===== src/rtl/matrix_tx_packer_pkg.sv =====
// Matrix frame protocol constants and FSM encoding shared by the matrix
// transmit packer and receive handler.
package matrix_tx_packer_pkg;

  localparam logic [7:0]  SYNC_BYTE_DEFAULT = 8'hA5;
  localparam int unsigned MAX_DIM           = 5;
  localparam int unsigned HDR_LEN           = 4;
  localparam int unsigned N_ELEM            = MAX_DIM * MAX_DIM;

  typedef enum logic [2:0] {
    ST_IDLE,
    ST_LOAD,
    ST_SEND,
    ST_WAIT_ACK,
    ST_WAIT_DONE,
    ST_FINISH
  } state_t;

  function automatic logic dim_ok(input logic [2:0] dim);
    return (dim != 3'd0) && (dim <= 3'(MAX_DIM));
  endfunction

endpackage


===== src/rtl/matrix_tx_packer.sv =====
// Serialises one stored matrix into a sync/header/elements/checksum byte
// frame, handshaking each byte with a UART transmitter.
module matrix_tx_packer
  import matrix_tx_packer_pkg::*;
#(
  parameter int unsigned CLK_FREQ  = 100_000_000,
  parameter logic [7:0]  SYNC_BYTE = SYNC_BYTE_DEFAULT
) (
  input  logic       clk,
  input  logic       rst_n,
  input  logic       start,
  input  logic [2:0] matrix_idx,
  input  logic [2:0] matrix_row,
  input  logic [2:0] matrix_col,
  input  logic [7:0] d0,  d1,  d2,  d3,  d4,
  input  logic [7:0] d5,  d6,  d7,  d8,  d9,
  input  logic [7:0] d10, d11, d12, d13, d14,
  input  logic [7:0] d15, d16, d17, d18, d19,
  input  logic [7:0] d20, d21, d22, d23, d24,
  output logic [7:0] tx_data,
  output logic       tx_start,
  input  logic       tx_busy,
  output logic       busy,
  output logic       done,
  output logic       dim_err
);

  if (CLK_FREQ == 0) begin : g_no_clk_freq
  end

  state_t     r_state, w_next;
  logic [2:0] r_idx, r_rows, r_cols, r_row, r_col;
  logic [7:0] r_mat [N_ELEM];
  logic [5:0] r_cnt;
  logic [7:0] r_csum, r_tx_data;
  logic       r_dim_err;

  logic [7:0] w_d [N_ELEM];
  logic       w_legal, w_accept, w_load, w_is_elem;
  logic [5:0] w_total, w_last;
  logic [4:0] w_elem_idx;
  logic [7:0] w_byte;

  assign w_d = '{d0,  d1,  d2,  d3,  d4,  d5,  d6,  d7,  d8,  d9,
                 d10, d11, d12, d13, d14, d15, d16, d17, d18, d19,
                 d20, d21, d22, d23, d24};

  assign w_legal    = dim_ok(matrix_row) && dim_ok(matrix_col);
  assign w_accept   = (r_state == ST_IDLE) && start && w_legal;
  assign w_total    = 6'(r_rows) * 6'(r_cols) + 6'(HDR_LEN + 1);
  assign w_last     = w_total - 6'd1;
  assign w_is_elem  = (r_cnt >= 6'(HDR_LEN)) && (r_cnt < w_last);
  assign w_elem_idx = 5'(r_row) * 5'(MAX_DIM) + 5'(r_col);
  // Every entry into SEND loads the next frame byte into tx_data.
  assign w_load     = (w_next == ST_SEND);

  always_comb begin
    w_next = r_state;
    case (r_state)
      ST_IDLE:      if (w_accept) w_next = ST_LOAD;
      ST_LOAD:      if (!tx_busy) w_next = ST_SEND;
      ST_SEND:      w_next = ST_WAIT_ACK;
      ST_WAIT_ACK:  if (tx_busy) w_next = ST_WAIT_DONE;
      ST_WAIT_DONE: if (!tx_busy) w_next = (r_cnt < w_total) ? ST_SEND : ST_FINISH;
      ST_FINISH:    w_next = ST_IDLE;
      default:      w_next = ST_IDLE;
    endcase
  end

  always_comb begin
    w_byte = r_mat[w_elem_idx];
    case (r_cnt)
      6'd0:    w_byte = SYNC_BYTE;
      6'd1:    w_byte = {5'd0, r_idx};
      6'd2:    w_byte = {5'd0, r_rows};
      6'd3:    w_byte = {5'd0, r_cols};
      default: if (r_cnt == w_last) w_byte = r_csum;
    endcase
  end

  always_ff @(posedge clk or negedge rst_n) begin
    if (!rst_n) begin
      r_state   <= ST_IDLE;
      r_idx     <= '0;
      r_rows    <= '0;
      r_cols    <= '0;
      r_row     <= '0;
      r_col     <= '0;
      r_cnt     <= '0;
      r_csum    <= '0;
      r_tx_data <= '0;
      r_dim_err <= 1'b0;
      for (int unsigned i = 0; i < N_ELEM; i++) r_mat[i] <= '0;
    end else begin
      r_state   <= w_next;
      r_dim_err <= (r_state == ST_IDLE) && start && !w_legal;
      if (w_accept) begin
        r_idx  <= matrix_idx;
        r_rows <= matrix_row;
        r_cols <= matrix_col;
        r_mat  <= w_d;
        r_row  <= '0;
        r_col  <= '0;
        r_cnt  <= '0;
      end
      if (r_state == ST_LOAD) r_csum <= '0;
      if (w_load) begin
        r_tx_data <= w_byte;
        r_cnt     <= r_cnt + 6'd1;
        // Sync byte and the checksum byte itself stay out of the checksum.
        if ((r_cnt != 6'd0) && (r_cnt != w_last)) r_csum <= r_csum ^ w_byte;
        if (w_is_elem) begin
          if (r_col == r_cols - 3'd1) begin
            r_col <= '0;
            r_row <= r_row + 3'd1;
          end else begin
            r_col <= r_col + 3'd1;
          end
        end
      end
    end
  end

  assign tx_data  = r_tx_data;
  assign tx_start = (r_state == ST_SEND);
  assign busy     = (r_state == ST_LOAD) || (r_state == ST_SEND) ||
                    (r_state == ST_WAIT_ACK) || (r_state == ST_WAIT_DONE);
  assign done     = (r_state == ST_FINISH);
  assign dim_err  = r_dim_err;

endmodule

===== config.mk =====
export PLATFORM = sky130hd
export DESIGN_NAME = matrix_tx_packer
export DESIGN_NICKNAME = d
export VERILOG_FILES = /design/src/rtl/matrix_tx_packer_pkg.sv /design/src/rtl/matrix_tx_packer.sv
export SDC_FILE = /design/constraint.sdc
export NUM_CORES = 1
export LEC_CHECK = 0
export ABC_AREA = 1
export BUFFER_PORTS_ARGS = -buffer_cell sky130_fd_sc_hd__buf_2
export CORE_MARGIN = 2
export CORE_UTILIZATION = 51
export CTS_CLUSTER_DIAMETER = 30
export DETAILED_ROUTE_END_ITERATION = 8
export PLACE_DENSITY = 0.77
export SLEW_MARGIN = 20
export SYNTH_ARGS = -nofsm -noshare
export SYNTH_HDL_FRONTEND = slang
export SYNTH_SLANG_ARGS = --single-unit

===== constraint.sdc =====
create_clock -name clk -period 3.2 [get_ports clk]
set_input_delay 0.8 -clock clk [delete_from_list [all_inputs] [get_ports clk]]
set_output_delay 0.8 -clock clk [all_outputs]
set_load 0.1 [all_outputs]

# Yosys cells after proc, flatten, opt, wreduce, memory -nomap -nowiden
# Index checks and enable logic that the tools add are counted.
# word_totals
reg_bits	241
inputBits	213
output_inout_bits	12
wordCells	106
# classes
n_addsub	7
n_mul	2
n_lt_le_gt_ge	6
n_eq_ne	12
mux	24
n_bitwise	2
n_reduce_logical	18
# op_table
operator	count
$mux W8	6
$bmux W8 S5	1
$mux W3	13
$pmux W8 S4	1
$pmux W3 S5	1
$eq A6 B2 Y1 const B	2
$lt A6 B6 Y1	2
$mux W6	2
$eq A3 B2 Y1 const B	3
$logic_and A1 B1 Y1	8
$xor A8 B8 Y8	1
$add A3 B1 Y3 const B	2
$add A6 B1 Y6 const B	1
$add A6 B3 Y6 const B	1
$eq A3 B3 Y1 const B	2
$eq A6 B1 Y1 const B	1
$eq A6 B6 Y1	1
$ge A6 B3 Y1 const B	1
$ge A6 B6 Y1 const B	1
$le A3 B3 Y1 const B	2
$logic_not A6 Y1	1
$mul A3 B3 Y6	1
$ne A6 B6 Y1	1
$not A5 Y6	1
other kinds (12)	15

# Longest topological paths before layout
# Gate-level depths: netlist of run 1.
# logic_depth
ltp_word	11
depth_mapped	25
ltp_nobuf	25

# Worst setup path after synthesis of run 1
# Ideal clock, no wire load.
# synth_timing
path_type	register to register
start	register r_cols[2]
end	register r_csum[6]
setup_time_ns	0.117
arrival_ns	3.419
required_time_ns	3.083
setup_slack_ns	-0.336
stages_incl_launch_ff	21
n_path_buf	1
period_less_slack_ns	3.536
cell_sequence	dfrtp_1 nand2_1 ha_1 fa_1 inv_2 ha_1 inv_1 nand3_1 nor2_1 nand2_1 xnor2_1 ha_1 nand2_1 nor2_1 nand3_1 nand2_1 inv_2 clkbuf_1 nand4_1 nand3_1 nand2_1
# synth_via
elab_chain_len	9
elab_cells_between_ends	16
cone_classes	add/sub: 2; mul: 1; order compare: 1; eq/ne: 3; mux: 7; bitwise: 1; reduce/logical: 1
# synth_lines
item	line	source
from (decl)	matrix_tx_packer.sv:32	logic [2:0] r_idx, r_rows, r_cols, r_row, r_col;
from (signal assigned)	matrix_tx_packer.sv:100	r_cols <= matrix_col;
$mul A3 B3 Y6 (*)	matrix_tx_packer.sv:50	assign w_total = 6'(r_rows) * 6'(r_cols) + 6'(HDR_LEN + 1);
$add A6 B3 Y6 (*)	matrix_tx_packer.sv:50	
$sub A6 B1 Y6	matrix_tx_packer.sv:51	assign w_last = w_total - 6'd1;
$eq A6 B6 Y1	matrix_tx_packer.sv:77	default: if (r_cnt == w_last) w_byte = r_csum;
$mux W8	matrix_tx_packer.sv:77	
$pmux W8 S4	matrix_tx_packer.sv:72	case (r_cnt)
$xor A8 B8 Y8	matrix_tx_packer.sv:111	if ((r_cnt != 6'd0) && (r_cnt != w_last)) r_csum <= r_csum ^ w_byte;
$mux W8	matrix_tx_packer.sv:111	
$mux W8 (*)	matrix_tx_packer.sv:107	if (w_load) begin
to (signal assigned)	matrix_tx_packer.sv:111	
to (decl)	matrix_tx_packer.sv:35	logic [7:0] r_csum, r_tx_data;
# Mark *: on every way between the ends. The rest lies on a longest branch, timed or not.
# A chain may end at the register's enable or synchronous reset.

# Final worst setup path of run 1
# layout_timing
start	register r_cols[1]
end	register r_row[1]
# layout_via
elab_chain_len	8
elab_cells_between_ends	15
cone_classes	add/sub: 3; mul: 1; order compare: 2; eq/ne: 2; mux: 6; reduce/logical: 1
# layout_lines
item	line	source
parallel branches: the longest is 7 deep, another holds $mul A3 B3 Y6	--	
$mux W3 (*)	matrix_tx_packer.sv:107	
to (signal assigned)	matrix_tx_packer.sv:115	r_row <= r_row + 3'd1;
to (decl)	matrix_tx_packer.sv:32	
# Mark *: on every way between the ends.

==> run summary, run 1 <==
critical path's top delay family -> adder cells
CP max FO -> 7
Final #Nets -> 1907
Mean Syn Cell Area -> 9.19 sq um
Buffers on Ports -> 224
clock share of power -> 0.287
initial antenna violation count -> 8
grt ovf -> 0
first-pass GRT wire length -> 58700 microns
ys flop type -> dfrtp_1
final-report setup violation count -> 28
Setup WS post-layout -> -0.384 ns
gp weighted congestion -> 0.848
CTS tree -> built
layout cells sized above 1 -> 0.317
Syn Nets -> 1637
Die Height -> 162 microns
DP Cell Count -> 1908
fin crit period -> 3.58 ns
Fmax -> 279 MHz
Critical Path RT -> 3.63 ns
row count -> 57
Flop pwr share -> 0.253
Crit Path Class -> reg2reg
Comb pwr share -> 0.459
Residual DRC -> 0
hold buffers post-CTS -> 0
Compound-Gate Fraction of Synth Area -> 0.0711
core area -> 24500 sq um
Antenna Nets Post-Route -> 0
dpl ws -> -0.334 ns
die area -> 26300 sq um
relative slew slack -> 0.519
HPWL after DPL -> 23600 microns
Seq/Total Area, Yosys -> 0.473
DR vias -> 10900
CP startpoint kind -> flop
number of global-route vias before repair -> 11600
critical path arrival -> 4.02 ns
Int Power -> 12.8 mW
Routed Wire Length -> 36500 microns
IO Count -> 225
Tcrit/Tclk final -> 1.12
Slew @ Worst Pin -> 0.722 ns
cells after synthesis -> 1387
combinational family with the most area after synthesis -> simple AND/OR/NAND/NOR gates
Yosys cell types -> 40
Ys Warns -> 0
Post-synth EDFFs -> 0
area grow syn2layout -> 32.0%
switching power share of the total -> 0.398
Setup TNS Final -> -7.98 ns
area of the multi-input gates -> 6090 sq um
Initial Util -> 0.521
Final Hold Vio Count -> 0
maxcap violations -> 0
H-tree depth -> 2
simple-gate share of the synthesized area -> 0.198
slowest stage delay, CP -> 0.52 ns
worst-skew pair later-pin latency -> 0.57 ns
Min-Delay Path Class -> in2async
unrepaired setup endpoints after global routing -> true
All-Layer GR Usage -> 0.280
mapped cell area -> 12800 sq um
flops & latches, synth -> 241
worst vdd ir -> 635 uV
Die X-Extent -> 162 microns
status -> finished with violations
largest net degree at the start of global routing -> 99
adder-cell share of the synthesized area -> 0.0375
register area -> 6030 sq um
multiplexer area fraction after synthesis -> 0.139
Max Root-Sink Buffers -> 3
Fin Clk Skew -> 0.0258 ns
fillers -> 1846
Crit path buffers/inverters -> 5
Synth Area in XOR/XNOR -> 0.0141
drt wl/cell -> 17.9 microns
Iteration-0 DRC Markers -> 802
CTS root buf -> clkbuf_16
Psw -> 8.42 mW
pwr dens -> 1260 nW/um^2
CP cell instances -> nand2_1, inv_1, ha_2, inv_2, fa_1, inv_2, ha_4, nand2_2, nand2_2, a21oi_4, xor2_2, xnor2_1, ha_1, buf_4, a211oi_2, nand3_4, nor2_2, inv_1, o211ai_1, nand2_1
failing checks -> setup timing
clk sink count -> 241
clock slew at reported path FFs -> 0.04 ns
DR vias/cell -> 5.37
Pins Over Slew Limit -> 0
DRT Pass-1 Iters -> 5
crit end category -> flop
Leak Pwr -> 8.42 nW
CTS Buf Count -> 56
ys async rst share -> 1.00
slowest CP cell -> fa_1
Layout Cells excl Fill -> 2035
power by group through the flow:
stage               Clock, mW  Combinational [mW]  Sequential [mW]
finish                   6.08                9.72             5.36
global route             6.30                10.8             5.50
floorplan                   0                6.22             5.40
CTS                      6.12                9.50             5.34
global placement            0                8.36             5.25
detailed placement          0                8.67             5.35
area by class of cell:
cell class / instances / share of cell area
antenna: 9 / 0.00134
clock inverter: 35 / 0.0311
tap: 324 / 0.0241
multi-input combinational: 967 / 0.362
sequential: 241 / 0.358
clock buffer: 68 / 0.0901
timing repair buffer: 289 / 0.110
inverter: 102 / 0.0233
layout by cell type, fill, tap and decap left out, types with 5 or more instances in the layout:
master and n:
nand2_2 17, buf_12 12, ha_1 27, bufinv_16 11, buf_6 5, clkinv_4 5
mux2_2 85, nor2_1 166, clkinv_2 10, nand4_1 8, ha_4 6, xnor2_1 6
diode_2 9, clkbuf_16 57, clkbuf_1 6, buf_2 223, nand2_1 244, xor2_1 8
inv_1 90, dfrtp_1 241, o21ai_1 30, a21oi_1 53, buf_4 45, inv_2 6
o211ai_1 24, clkinvlp_4 7, mux2_1 72, o21ai_0 32, nand3_1 141, clkbuf_8 5
nand3_2 7
routing by layer:
| metal | track usage | up-vias | share of wire |
|---|---|---|---|
| li1 | - | 5170 | - |
| met3 | 0.0587 | 88 | 0.066 |
| met5 | 0 | - | 0.00036 |
| met2 | 0.488 | 394 | 0.50 |
| met4 | 0.111 | 2 | 0.030 |
| met1 | 0.342 | 5267 | 0.40 |
cells in the mapped netlist, types with 3 or more instances:
master,instances,area share
nand3_2,5,0.0039
ha_1,35,0.034
nand3_1,146,0.057
dfrtp_1,241,0.47
o21bai_1,4,0.0024
a21oi_1,54,0.021
buf_2,54,0.021
nand4_1,8,0.0039
o211ai_1,24,0.014
o21ai_2,4,0.0027
clkbuf_1,4,0.0012
nand2_1,257,0.076
nand2_2,6,0.0029
mux2_2,85,0.075
xnor2_1,6,0.0041
inv_2,4,0.0012
xor2_1,9,0.0062
o21ai_1,30,0.012
o21ai_0,32,0.013
mux2_1,72,0.064
nor2_1,170,0.050
nor3_1,3,0.0012
inv_1,94,0.028
buf_6,11,0.0097
buf_4,8,0.0047
flip-flops by register name, indices dropped and copies added (netlist names):
name,flops
r_cols,3
r_mat,200
r_col,3
r_rows,3
dim_err,1
r_csum,8
r_cnt,6
tx_data,8
r_row,3
r_state,3
r_idx,3
kinds of logic (layout without fill, tap and decap cells):
| group | Yosys count | after routing |
|---|---|---|
| other | 0 | 9 |
| AOI/OAI and AO/OA | 156 | 156 |
| DFF | 241 | 241 |
| adders and majority gates | 37 | 37 |
| buffers and inverters | 179 | 494 |
| xor gates and xnor gates | 18 | 18 |
| muxes | 157 | 157 |
| and+or+nand+nor | 599 | 599 |
metrics by stage:
stage	cell area [sq um]	utilization	total power, mW	hold WS, ns
CTS	16700	0.684	21.0	0.268
global placement	14400	0.589	13.6	0.467
global route	16800	0.688	22.6	0.302
finish	16800	0.688	21.2	0.236
floorplan	12800	-	11.6	0.459
detailed placement	14400	0.589	14.0	0.471
worst paths after layout:
path,cells after the start,slack (ns),start,end
min reg2reg,2,0.48,tx_data[3],tx_data[3]
min in group clk,2,0.45,d17[3],r_mat[59]
min,1,0.24,rst_n,r_mat[196]
max reg2reg,20,-0.38,r_cols[1],r_row[1]
max,20,-0.38,r_cols[1],r_row[1]
max in group asynchronous,2,2.15,rst_n,r_mat[66]
timing repair:
item	in CTS	in global routing
setup buffers	8	4
gates resized for setup	25	13
pin swaps	17	14
gates cloned	3	0
setup endpoints to repair	28	28
(Power assumes the default switching activity.)
==> run 2: changes to the inputs <==
==> constraint.sdc (replaced) <==
create_clock -name clk -period 3.2 [get_ports clk]
set_input_delay 0.48 -clock clk [delete_from_list [all_inputs] [get_ports clk]]
set_output_delay 0.48 -clock clk [all_outputs]
set_load 0.1 [all_outputs]
==> run 2 against run 1 <==
The flow still finishes with violations (setup timing). Die area stayed put. Highest routed layer unchanged. First-iteration DRC count is 10% higher. Hold slack worse by 0.089 ns. Largest cell class unchanged. Setup slack better by 0.13 ns. Sequential share of layout area is 0.80 points higher. Cell count is 0.64% lower.
==> run summary, run 2 (synthesized netlist as in run 1, its figures left out) <==
Tcrit/Tclk final -> 1.08 (-0.0407)
status -> finished with violations
fin crit period -> 3.45 ns (-0.130 ns)
most common cell after layout, fill and taps aside -> nand2_1
Die X-Extent -> 162 microns (unchanged)
initial antenna violation count -> 13 (+5)
Leak Pwr -> 8.27 nW (-1.8%)
gp weighted congestion -> 0.897 (+5.8%)
slowest stage delay, CP -> 0.51 ns (about the same)
row count -> 57 (unchanged)
Final Hold Vio Count -> 0 (unchanged)
Largest register FFs -> 200 (unchanged)
HPWL after DPL -> 22700 microns (-3.9%)
hold_sp -> d2[3]
fin util -> 0.673 (-0.0150)
worst reg2reg path startpoint -> r_rows[0]
Iteration-0 DRC Markers -> 882 (+10%)
Antenna Nets Post-Route -> 0 (unchanged)
maxcap violations -> 0 (unchanged)
Pins Over Slew Limit -> 0 (unchanged)
Initial Util -> 0.521 (unchanged)
worst vdd ir -> 676 uV (+6.4%)
Die Height -> 162 microns (unchanged)
Fmax -> 290 MHz (+3.8%)
most frequent cells in the layout -> nand2_1 (245), dfrtp_1 (241), buf_2 (223), nor2_1 (168), nand3_1 (143)
Crit path buffers/inverters -> 5 (unchanged)
clock slew at reported path FFs -> 0.05 ns (about the same)
Residual DRC -> 0 (unchanged)
Slew @ Worst Pin -> 0.809 ns (+0.0876 ns)
Fin Clk Skew -> 0.0169 ns (-0.00899 ns)
largest net degree at the start of global routing -> 95 (-4.0%)
DP Cell Count -> 1905 (-0.16%)
Setup WS post-layout -> -0.254 ns (+0.130 ns)
crit end category -> flop
critical path arrival -> 3.86 ns (-0.16 ns)
Critical Path RT -> 3.61 ns (-0.02 ns)
grt ovf -> 0 (unchanged)
IO Count -> 225 (unchanged)
Most flops, register -> r_mat
Final #Nets -> 1896 (-0.58%)
number of global-route vias before repair -> 11100 (-4.3%)
CP Launch Point -> r_rows[0]
DRT Pass-1 Iters -> 7 (+2)
All-Layer GR Usage -> 0.267 (-0.0132)
CTS Buf Count -> 53 (-5.4%)
worst-skew pair later-pin latency -> 0.54 ns (-0.03 ns)
relative slew slack -> 0.460 (-0.0584)
Max Root-Sink Buffers -> 3 (unchanged)
Routed Wire Length -> 34600 microns (-5.2%)
drt wl/cell -> 17.1 microns (-4.6%)
DR vias/cell -> 5.39 (+0.45%)
Crit Path Class -> reg2reg
Layout Cells excl Fill -> 2022 (-0.64%)
die area -> 26300 sq um (unchanged)
Buffers on Ports -> 224 (unchanged)
H-tree depth -> 2 (unchanged)
slowest CP cell -> fa_1
clk sink count -> 241 (unchanged)
final-report setup violation count -> 28 (unchanged)
layout cells sized above 1 -> 0.311 (-0.00585)
CTS root buf -> clkbuf_16
Min-Delay Path Class -> in2reg
CP max FO -> 5 (-2)
CP cell instances -> nand2_1, inv_1, ha_2, inv_2, fa_1, inv_2, ha_4, nand2_2, nand2_2, a21oi_4, xor2_2, xnor2_1, ha_1, buf_4, a211oi_2, nand3_2, nor2_1, inv_1, o211ai_1, nand2_1
failing checks -> setup timing
pwr dens -> 1220 nW/um^2 (-2.7%)
CTS tree -> built
area grow syn2layout -> 29.1%
critical path's top delay family -> adder cells
DR vias -> 10900 (-0.19%)
core area -> 24500 sq um (unchanged)
unrepaired setup endpoints after global routing -> true
CP startpoint kind -> flop
first-pass GRT wire length -> 55900 microns (-4.8%)
run 2: cell count changes in the layout (fill, tap and decap cells not counted), sizes merged:
| cell | before | now |
|---|---|---|
| buf | 288 | 278 |
| inv | 100 | 108 |
| clkbuf | 68 | 61 |
| bufinv | 11 | 6 |
| bufbuf | 1 | 2 |
| clkinvlp | 7 | 6 |
| dlygate4sd3 | 0 | 1 |
run 2: worst paths after layout:
check	to	slack, ns	cells after the start
worst max-delay path	r_row[1]	-0.25	20
worst min-delay path	r_mat[179]	0.15	2
worst max register to register	r_row[1]	-0.25	20
worst min register to register	tx_data[3]	0.47	2
max in group asynchronous	r_mat[137]	1.79	3
min in group asynchronous	r_mat[189]	0.56	2
run 2: stage by stage:
stage / instance area [sq um] / setup TNS, ns / power, mW / hold slack (ns) / setup slack [ns]
2_1_floorplan: 12800 / -0.0366 / 11.6 / 0.184 / -0.0323
5_1_grt: 16500 / -12.16 / 21.5 / 0.132 / -0.499
6_report: 16500 / -5.69 / 20.1 / 0.147 / -0.254
3_5_place_dp: 14400 / -5.73 / 13.9 / 0.459 / -0.324
4_1_cts: 16400 / -5.21 / 20.0 / 0.131 / -0.246
3_3_place_gp: 14400 / -2.40 / 13.6 / 0.466 / -0.204
run 2: cell type report:
cell class,instances,area (sq um)
fillers,1860,7990
multi-input cells,967,6060
flip-flops and latches,241,6030
clock inverters,37,395
diodes,9,22.5
repair buffers,281,1710
well taps,324,405
inverters,102,395
clock buffers,61,1450
run 2: repair_timing:
| item | 4_1_cts | 5_1_grt |
|---|---|---|
| pin swaps | 16 | 10 |
| resized for setup | 18 | 11 |
| endpoints found under the setup margin | 28 | 29 |
| buffers inserted | 5 | 2 |
| endpoints found under the hold margin | 45 | 0 |
| gates cloned | 2 | 0 |
| hold buffers | 1 | 0 |
run 2: layer usage:
layer  global-route usage  routed length (microns)  vias to the layer above
li1                     -                        -                     5154
met1                0.332                    14000                     5218
met2                0.445                    16800                      432
met3               0.0677                     2560                       88
met4                0.113                     1170                        8
met5                    0                       43                        -
run 2: power breakdown:
| part | internal (mW) | total [mW] | switching [mW] |
|---|---|---|---|
| sequential | 4.51 | 5.34 | 0.828 |
| combinational | 3.78 | 9.30 | 5.52 |
| clock | 3.73 | 5.50 | 1.77 |
==> run 3: changes to the inputs <==
- SKIP_CTS_REPAIR_TIMING: default -> 1
==> run 3 against run 2 <==
Setup slack lost 0.062 ns. Flip-flop and latch count is the same. Utilization shrank 0.52 points. Register-to-register slack lost 0.06 ns. Critical path type unchanged. The flow finishes with violations (hold timing, setup timing). Critical endpoint unchanged. Largest cell class is now sequential cells.
==> run summary, run 3 (synthesized netlist as in run 1, its figures left out) <==
most common cell after layout, fill and taps aside -> nand2_1
Min-Delay Path Class -> in2async
fillers -> 1890 (+1.6%)
Crit Path Class -> reg2reg
failing checks -> hold timing, setup timing
Iteration-0 DRC Markers -> 826 (-6.3%)
Fmax -> 284 MHz (-1.8%)
unrepaired setup endpoints after global routing -> true
clk sink count -> 241 (unchanged)
relative slew slack -> 0.459 (-0.00137)
critical path arrival -> 3.94 ns (+0.08 ns)
Flop pwr share -> 0.269 (+0.004)
Initial Util -> 0.521 (unchanged)
HPWL after DPL -> 22700 microns (unchanged)
CP startpoint kind -> flop
worst vdd ir -> 674 uV (-0.29%)
layout cells sized above 1 -> 0.306 (-0.00543)
Largest register FFs -> 200 (unchanged)
IO Count -> 225 (unchanged)
clock share of power -> 0.277 (+0.004)
Buffers on Ports -> 224 (unchanged)
gp weighted congestion -> 0.897 (unchanged)
Worst R2R End -> r_row[1]
CTS root buf -> clkbuf_16
pwr dens -> 1210 nW/um^2 (-0.67%)
DRT Pass-1 Iters -> 6 (-1)
status -> finished with violations
drt wl/cell -> 17.1 microns (-0.21%)
total power -> 19.9 mW (-1.4%)
R2R cell count -> 18 (-10%)
row count -> 57 (unchanged)
hold_ws -> -0.0570 ns (-0.204 ns)
most frequent cells in the layout -> nand2_1 (246), dfrtp_1 (241), buf_2 (223), nor2_1 (168), nand3_1 (144)
Residual DRC -> 0 (unchanged)
initial antenna violation count -> 13 (unchanged)
Fin Clk Skew -> 0.0173 ns (+0.000414 ns)
Int Power -> 11.8 mW (-1.8%)
DR vias/cell -> 5.37 (-0.43%)
worst-skew pair later-pin latency -> 0.54 ns (about the same)
final-report setup violation count -> 28 (unchanged)
Routed Wire Length -> 34400 microns (-0.56%)
Setup WS post-layout -> -0.316 ns (-0.0624 ns)
maxcap violations -> 0 (unchanged)
Most flops, register -> r_mat
worst reg2reg path startpoint -> r_rows[0]
Comb pwr share -> 0.454 (-0.008)
Final #Nets -> 1890 (-0.32%)
reg2reg setup slack -> -0.32 ns (-0.06 ns)
Die Height -> 162 microns (unchanged)
CP max FO -> 5 (unchanged)
crit end category -> flop
Psw -> 8.04 mW (-0.89%)
grt ovf -> 0 (unchanged)
number of global-route vias before repair -> 10900 (-2.0%)
DR vias -> 10800 (-0.77%)
switching power share of the total -> 0.405 (+0.00223)
fin crit period -> 3.52 ns (+0.0624 ns)
Pins Over Slew Limit -> 0 (unchanged)
Max Root-Sink Buffers -> 3 (unchanged)
H-tree depth -> 2 (unchanged)
All-Layer GR Usage -> 0.263 (-0.00436)
Critical Path End -> r_row[1]
Final Hold Vio Count -> 44 (+44)
Slew @ Worst Pin -> 0.812 ns (+0.00205 ns)
Die X-Extent -> 162 microns (unchanged)
fin util -> 0.668 (-0.00517)
Leak Pwr -> 8.22 nW (-0.66%)
CTS tree -> built
largest net degree at the start of global routing -> 95 (unchanged)
area grow syn2layout -> 28.2%
CTS Buf Count -> 53 (unchanged)
clock slew at reported path FFs -> 0.05 ns (about the same)
die area -> 26300 sq um (unchanged)
CP Launch Point -> r_rows[0]
core area -> 24500 sq um (unchanged)
Antenna Nets Post-Route -> 0 (unchanged)
Tcrit/Tclk final -> 1.10 (+0.0195)
first-pass GRT wire length -> 54900 microns (-1.8%)
Critical Path RT -> 3.62 ns (about the same)
==> run 3: cell type report <==
class,instances,area [sq um],share of cell area
Clock inverter,37,395,0.0242
Clock buffer,61,1450,0.0887
Antenna cell,8,20.0,0.00122
Tap cell,324,405,0.0248
Multi-Input combinational cell,967,6020,0.369
Sequential cell,241,6030,0.369
Inverter,102,393,0.0240
Timing Repair Buffer,275,1630,0.0995
==> run 3: worst min path at each step <==
stage	endpoint	from	cells past startpoint
global route	r_mat[143]	rst_n	1
finish	r_mat[189]	rst_n	1
detailed placement	tx_data[3]	tx_data[3]	2
global placement	tx_data[3]	tx_data[3]	2
CTS	r_mat[143]	rst_n	1
floorplan	dim_err	rst_n	0
==> run 3: critical path: stages, from the launching register on <==
cell	delay, ns
dfrtp_1	0.40
nand2_2	0.09
ha_4	0.24
fa_1	0.52
inv_2	0.06
ha_4	0.17
nand2_2	0.06
nand2_2	0.05
a21oi_2	0.20
xor2_2	0.21
xnor2_1	0.15
ha_1	0.27
buf_4	0.14
a211oi_2	0.22
nand3_2	0.15
nor2_1	0.13
inv_1	0.08
o211ai_1	0.20
nand2_1	0.08
==> run 3: power groups by stage <==
stage / Sequential, mW / Combinational (mW) / Clock (mW)
2_1_floorplan: 5.40 / 6.22 / 0
3_3_place_gp: 5.25 / 8.32 / 0
3_5_place_dp: 5.32 / 8.56 / 0
4_1_cts: 5.31 / 8.69 / 5.56
5_1_grt: 5.47 / 10.1 / 5.74
6_report: 5.34 / 9.01 / 5.51
==> run 3: stage by stage <==
| stage | worst slack (ns) | std cells | area, sq um | hold WS [ns] | setup TNS, ns |
|---|---|---|---|---|---|
| CTS | -0.341 | 2003 | 16200 | -0.0109 | -6.57 |
| global placement | -0.204 | 1905 | 14400 | 0.466 | -2.40 |
| finish | -0.316 | 2015 | 16300 | -0.0570 | -6.03 |
| detailed placement | -0.324 | 1905 | 14400 | 0.459 | -5.73 |
| global route | -0.532 | 2012 | 16300 | 0.0242 | -11.42 |
| floorplan | -0.0323 | 1387 | 12800 | 0.184 | -0.0366 |
==> run 3: per-layer routing <==
| layer | track usage | vias up | share of wire |
|---|---|---|---|
| li1 | - | 5141 | - |
| met1 | 0.331 | 5180 | 0.40 |
| met2 | 0.440 | 392 | 0.49 |
| met3 | 0.0669 | 95 | 0.075 |
| met4 | 0.0965 | 8 | 0.032 |
| met5 | 0 | - | 0.0013 |
